--- src/rtl/add_round_key_stage.sv ---
// AES-128 AddRoundKey stage: registers state ^ round key and expands the key one round per accept.
// SubWord is borrowed from a shared external S-box through the sw_in/sw_out pair.
module add_round_key_stage #(
  parameter int NR = 10
) (
  input  logic                 clk,
  input  logic                 rst,
  input  logic                 key_load,
  input  logic [127:0]         key_in,
  input  logic                 in_valid,
  output logic                 in_ready,
  input  logic [0:3][0:3][7:0] in_state,
  output logic                 out_valid,
  input  logic                 out_ready,
  output logic [0:3][0:3][7:0] out_state,
  output logic [3:0]           out_round,
  output logic                 out_last,
  output logic [31:0]          sw_in,
  input  logic [31:0]          sw_out,
  output logic                 key_ready
);
  typedef logic [0:3][0:3][7:0] state_t;

  localparam logic [3:0] NR_L = 4'(NR);

  logic [127:0] cur_key_q, cur_key_d;
  logic [127:0] base_key_q, base_key_d;
  logic [127:0] next_key;
  logic [7:0]   rcon_q, rcon_d;
  logic [3:0]   rnd_q, rnd_d;
  logic         key_ready_q, key_ready_d;
  logic         out_valid_q, out_valid_d;
  logic         out_last_q, out_last_d;
  logic [3:0]   out_round_q, out_round_d;
  state_t       out_state_q, out_state_d;
  logic [31:0]  w0n, w1n, w2n, w3n;
  logic         accept;
  logic         last_rnd;

  // Byte k of the flat vector sits at row k%4, column k/4 of the state array.
  function automatic logic [127:0] state_to_bytes(input state_t s);
    logic [127:0] b;
    logic [1:0]   r, c;
    b = '0;
    for (int k = 0; k < 16; k++) begin
      r = 2'(k % 4);
      c = 2'(k / 4);
      b[127-8*k -: 8] = s[r][c];
    end
    return b;
  endfunction

  function automatic state_t bytes_to_state(input logic [127:0] b);
    state_t     s;
    logic [1:0] r, c;
    s = '0;
    for (int k = 0; k < 16; k++) begin
      r = 2'(k % 4);
      c = 2'(k / 4);
      s[r][c] = b[127-8*k -: 8];
    end
    return s;
  endfunction

  function automatic logic [7:0] xtime(input logic [7:0] a);
    return {a[6:0], 1'b0} ^ (a[7] ? 8'h1b : 8'h00);
  endfunction

  // w3 is the low word of cur_key; RotWord moves its top byte to the bottom.
  assign sw_in = {cur_key_q[23:0], cur_key_q[31:24]};
  assign w0n   = cur_key_q[127:96] ^ sw_out ^ {rcon_q, 24'h0};
  assign w1n   = cur_key_q[95:64] ^ w0n;
  assign w2n   = cur_key_q[63:32] ^ w1n;
  assign w3n   = cur_key_q[31:0]  ^ w2n;
  assign next_key = {w0n, w1n, w2n, w3n};

  assign last_rnd = (rnd_q == NR_L);
  assign in_ready = key_ready_q & ~key_load & (~out_valid_q | out_ready);
  assign accept   = in_valid & in_ready;

  always_comb begin
    cur_key_d   = cur_key_q;
    base_key_d  = base_key_q;
    rcon_d      = rcon_q;
    rnd_d       = rnd_q;
    key_ready_d = key_ready_q;
    out_valid_d = out_valid_q;
    out_state_d = out_state_q;
    out_round_d = out_round_q;
    out_last_d  = out_last_q;
    if (key_load) begin
      base_key_d  = key_in;
      cur_key_d   = key_in;
      rnd_d       = 4'd0;
      rcon_d      = 8'h01;
      key_ready_d = 1'b1;
      out_valid_d = 1'b0;
    end else if (accept) begin
      out_valid_d = 1'b1;
      out_state_d = bytes_to_state(state_to_bytes(in_state) ^ cur_key_q);
      out_round_d = rnd_q;
      out_last_d  = last_rnd;
      // After the final round, rewind to the cipher key so the next block needs no reload.
      if (last_rnd) begin
        cur_key_d = base_key_q;
        rnd_d     = 4'd0;
        rcon_d    = 8'h01;
      end else begin
        cur_key_d = next_key;
        rnd_d     = rnd_q + 4'd1;
        rcon_d    = xtime(rcon_q);
      end
    end else if (out_ready) begin
      out_valid_d = 1'b0;
    end
  end

  // Output / key-schedule register stage
  always_ff @(posedge clk) begin
    if (rst) begin
      cur_key_q   <= '0;
      base_key_q  <= '0;
      rcon_q      <= 8'h01;
      rnd_q       <= 4'd0;
      key_ready_q <= 1'b0;
      out_valid_q <= 1'b0;
      out_state_q <= '0;
      out_round_q <= 4'd0;
      out_last_q  <= 1'b0;
    end else begin
      cur_key_q   <= cur_key_d;
      base_key_q  <= base_key_d;
      rcon_q      <= rcon_d;
      rnd_q       <= rnd_d;
      key_ready_q <= key_ready_d;
      out_valid_q <= out_valid_d;
      out_state_q <= out_state_d;
      out_round_q <= out_round_d;
      out_last_q  <= out_last_d;
    end
  end

  assign out_valid = out_valid_q;
  assign out_state = out_state_q;
  assign out_round = out_round_q;
  assign out_last  = out_last_q;
  assign key_ready = key_ready_q;

endmodule

--- config.mk ---
export PLATFORM = sky130hd
export DESIGN_NAME = add_round_key_stage
export DESIGN_NICKNAME = d
export VERILOG_FILES = /design/src/rtl/add_round_key_stage.sv
export SDC_FILE = /design/constraint.sdc
export NUM_CORES = 1
export LEC_CHECK = 0
export ABC_AREA = 1
export BUFFER_PORTS_ARGS = -buffer_cell sky130_fd_sc_hd__buf_2
export CAP_MARGIN = 20
export CORE_MARGIN = 5
export CORE_UTILIZATION = 45
export CTS_CLUSTER_SIZE = 14
export DETAILED_ROUTE_END_ITERATION = 7
export GPL_TIMING_DRIVEN = 0
export PLACE_DENSITY = 0.72
export SETUP_SLACK_MARGIN = 0.1
export SLEW_MARGIN = 40
export SYNTH_ARGS = -nofsm -noshare
export SYNTH_HDL_FRONTEND = slang
export SYNTH_SLANG_ARGS = --single-unit
--- constraint.sdc ---
create_clock -name clk -period 1.5 [get_ports clk]
set_input_delay 0.075 -clock clk [delete_from_list [all_inputs] [get_ports clk]]
set_output_delay 0.075 -clock clk [all_outputs]
set_load 0.05 [all_outputs]
==> metrics.md <==
| Metric | Value |
|---|---|
| Post-synthesis cell count | `2461` |
| Clk slew on worst S/H paths | `0.06 ns` |
| CTS Buffer Depth | `3` |
| Sequential area share after synthesis | `0.441` |
| Total CTS buffers | `45` |
| Pin count of the biggest net entering global routing | `14` |
| Setup ws final | `-0.297 ns` |
| Die Width | `between 200 and 250 microns` |
| Post-route DRC violation count | `0` |
| Worst-skew pair later-pin latency | `0.58 ns` |
| Die area | `44800 sq um` |
| Hold depth | `4` |
| Register Area | `8080 sq um` |
| Hold Crit Endpoint | `out_valid` |
| GP Congestion | `0.926` |
| Clock power share | `0.406` |
| Final HPWL DP | `roughly 58 mm` |
| Synth Warn # | `0` |
| CTS tree | `done` |
| Violated checks | `hold timing, setup timing` |
| Routed vias | `21500` |
| WS Path Type | `reg -> reg` |
| Initial antenna violation count | `13` |
| Worst EP arrival | `2.22 ns` |
| Slew headroom | `0.361` |
| Gr ovfl total | `0` |
| RSZ-0062 raised after global routing | `yes` |
| Footprint of the multi-input gates | `9340 sq um` |
| DP Cell Count | `3444` |
| Site Rows | `73` |
| Clock Skew | `around 0.013 ns` |
| CP Capture Type | `flop` |
| Maximum vdd drop | `between 0.7 and 0.8 mV` |
| First-pass GRT wire length | `122 mm` |
| Drt first-iter violations | `2289` |
| F_max | `557 MHz` |
| Post-route clock period utilization | `1.20` |
| Slew at the pin closest to its max-slew limit | `around 0.96 ns` |
| Yosys top cell area share | `0.441` |
| Logic pwr share | `0.192` |
| Gr usage total | `0.355` |
| Total power | `29.6 mW` |
| Sink Count | `403` |
| Reg2reg end | `cur_key_q[117]` |
| Nets | `3546` |
| Worst Hold Slack | `-0.141 ns` |
| Worst Reg-to-Reg Cells | `12` |
| Fillers | `approximately 3200` |
| Reg2reg setup slack | `-0.30 ns` |
| IO Pins | `461` |
| RR Startpoint | `out_valid` |
| CTS Hold Bufs | `between 200 and 300` |
| Die Y | `around 210 microns` |
| Leading area contributor after synthesis | `dfxtp_1` |
| Post-Syn Area | `18300 sq um` |
| Vias in the first global route | `21100` |
| Share of post-route cells with drive strength above 1 | `0.244` |
| Post-DRT Antenna Nets | `0` |
| Minimum period implied by the final worst setup slack | `around 1.8 ns` |
| Async S/R FF share, synth | `0` |
| H-tree depth | `2` |
| Hold_sp | `out_ready` |
| Pre-antenna DRT Iters | `5` |
| CP Launch Type | `flop` |
| DR WL/cell | `22.2 microns` |
| Final WL | `85.1 mm` |
| Status | `finished with violations` |
| Total of flip-flops plus latches after synthesis | `403` |
| Worst EP required | `1.93 ns` |
| Pint | `20.9 mW` |
| Max Cap Violations | `0` |
| Fin util | `0.677` |
| CTS root buf | `clkbuf_16` |
| PwrDens | `1090 nW/um^2` |
| P_sw | `about 8.7 mW` |
| Max Slew Vio Count | `0` |
| Synth cell types | `30` |
| Worst min path class | `in -> reg` |
| Switching Share | `0.294` |
| Largest cells by area after synthesis | `dfxtp_1, nand2_1, a21oi_1` |
| Port bufs | `458` |
| Static leakage | `11.8 nW` |
| Post-synth EDFFs | `0` |
| Top fanout value on the critical path | `8` |
| Via density | `5.61` |
| Synthesized net count | `2754` |
| Mean Syn Cell Area | `between 7 and 8 sq um` |
| Initial core utilization | `0.458` |
| Area Growth Syn to Fin | `47.8%` |
| Core Box Area | `~40000 sq um` |
| Final setup viols | `302` |
| Synth Flop Type | `dfxtp_1` |
| Count of final hold-check violations | `1` |
| Seq pwr share | `0.402` |
| Layout Cells excl Fill | `3824` |
layer usage:
layer	vias up	track usage	part of all wire
met1	10000	0.447	0.38
met4	6	0.193	0.058
li1	9719	-	-
met3	333	0.0605	0.10
met5	-	0	0.00035
met2	1375	0.581	0.46
logic make-up after synthesis:
group	synth area share
XOR/XNOR	0.0847
flip-flops	0.441
AO/OA/AOI/OAI	0.205
buffers and inverters	0.0837
AND/OR/NAND/NOR	0.186
flip-flops by register name, summed over array words and instances, names as in the netlist:
| register | count |
|---|---|
| base_key_q | 128 |
| cur_key_q | 128 |
| out_state | 128 |
| rcon_q | 8 |
| out_round | 4 |
| rnd_q | 4 |
| key_ready | 1 |
| out_last | 1 |
| out_valid | 1 |
power by group through the flow:
| stage | clock network, mW | logic [mW] | registers (mW) |
|---|---|---|---|
| after floorplan | 0 | 2.53 | 12.5 |
| after global placement | 0 | 4.51 | 12.1 |
| after detailed placement | 0 | 4.60 | 12.1 |
| after CTS | 12.1 | 5.33 | 11.9 |
| after global routing | 12.4 | 6.05 | 11.9 |
| final | 12.0 | 5.68 | 11.9 |
stage by stage:
stage,setup slack [ns],TNS [ns],cell area (sq um)
2_1_floorplan,-0.00465,-0.295,18700
3_3_place_gp,-1.03,-149.99,21600
3_5_place_dp,-0.715,-135.74,21600
4_1_cts,-0.236,-32.02,26400
5_1_grt,-0.334,-53.85,27000
6_report,-0.297,-39.43,27100
placed cells by master, fill, tap and decap left out, types with 5 or more instances in the layout:
master	instances
dfxtp_1	399
a41oi_1	34
nor2_4	8
o22ai_4	5
a21boi_1	18
buf_6	27
clkinv_2	9
inv_1	166
o21ai_4	7
o22ai_2	10
clkbuf_8	13
o21ai_2	26
buf_1	8
a22oi_1	11
o22ai_1	29
o21ai_0	66
clkbuf_1	61
clkbuf_2	11
inv_2	6
clkbuf_16	50
o21ai_1	110
nand2_1	655
dlygate4sd3_1	263
a31oi_1	15
buf_12	14
a21boi_0	10
buf_4	58
buf_8	11
a21oi_1	288
buf_2	461
xnor2_1	148
a21oi_2	38
diode_2	15
nand3b_1	25
bufinv_16	9
xor2_1	26
nand3_1	87
nor2_1	62
what timing repair did:
action / CTS / global route
gates resized for setup: 139 / 126
setup endpoints to repair: 320 / 348
gates cloned: 1 / 6
buffers inserted: 14 / 5
pin swaps: 20 / 27
hold endpoints to repair: 381 / 1
final cells by class:
| class | count | area share |
|---|---|---|
| Multi-Input combinational cell | 1704 | 0.345 |
| Sequential cell | 403 | 0.298 |
| Timing Repair Buffer | 746 | 0.195 |
| Buffer | 178 | 0.0535 |
| Clock buffer | 59 | 0.0458 |
| Inverter | 175 | 0.0248 |
| Tap cell | 525 | 0.0243 |
| Clock inverter | 19 | 0.0120 |
| Antenna cell | 15 | 0.00139 |
worst max-delay path by stage:
stage,startpoint,endpoint,cells after the start
2_1_floorplan,key_ready,cur_key_q[95],9
3_3_place_gp,rst,out_state[122],6
3_5_place_dp,key_ready,cur_key_q[61],8
4_1_cts,key_ready,cur_key_q[115],11
5_1_grt,key_ready,rnd_q[3],7
6_report,out_valid,cur_key_q[117],12
critical path: stages, from the launching register on:
cell and delay [ns]:
dfxtp_4 0.35, inv_2 0.04, nor2_4 0.11, inv_2 0.06, nand3_4 0.17, nor2_4 0.09
buf_6 0.14, inv_6 0.07, buf_12 0.16, buf_12 0.18, o22ai_4 0.08, nor2_2 0.14
nor2_1 0.05
Yosys cell counts, types with 26 or more instances:
cell	instances
nand2_1	658
dfxtp_1	403
a21oi_1	327
o21ai_0	193
inv_1	173
xnor2_1	151
nand3_1	88
clkbuf_1	82
nor2_1	68
buf_2	48
o22ai_1	44
buf_4	37
a41oi_1	36
xor2_1	26
No activity file was read; power rests on OpenSTA's default activity.
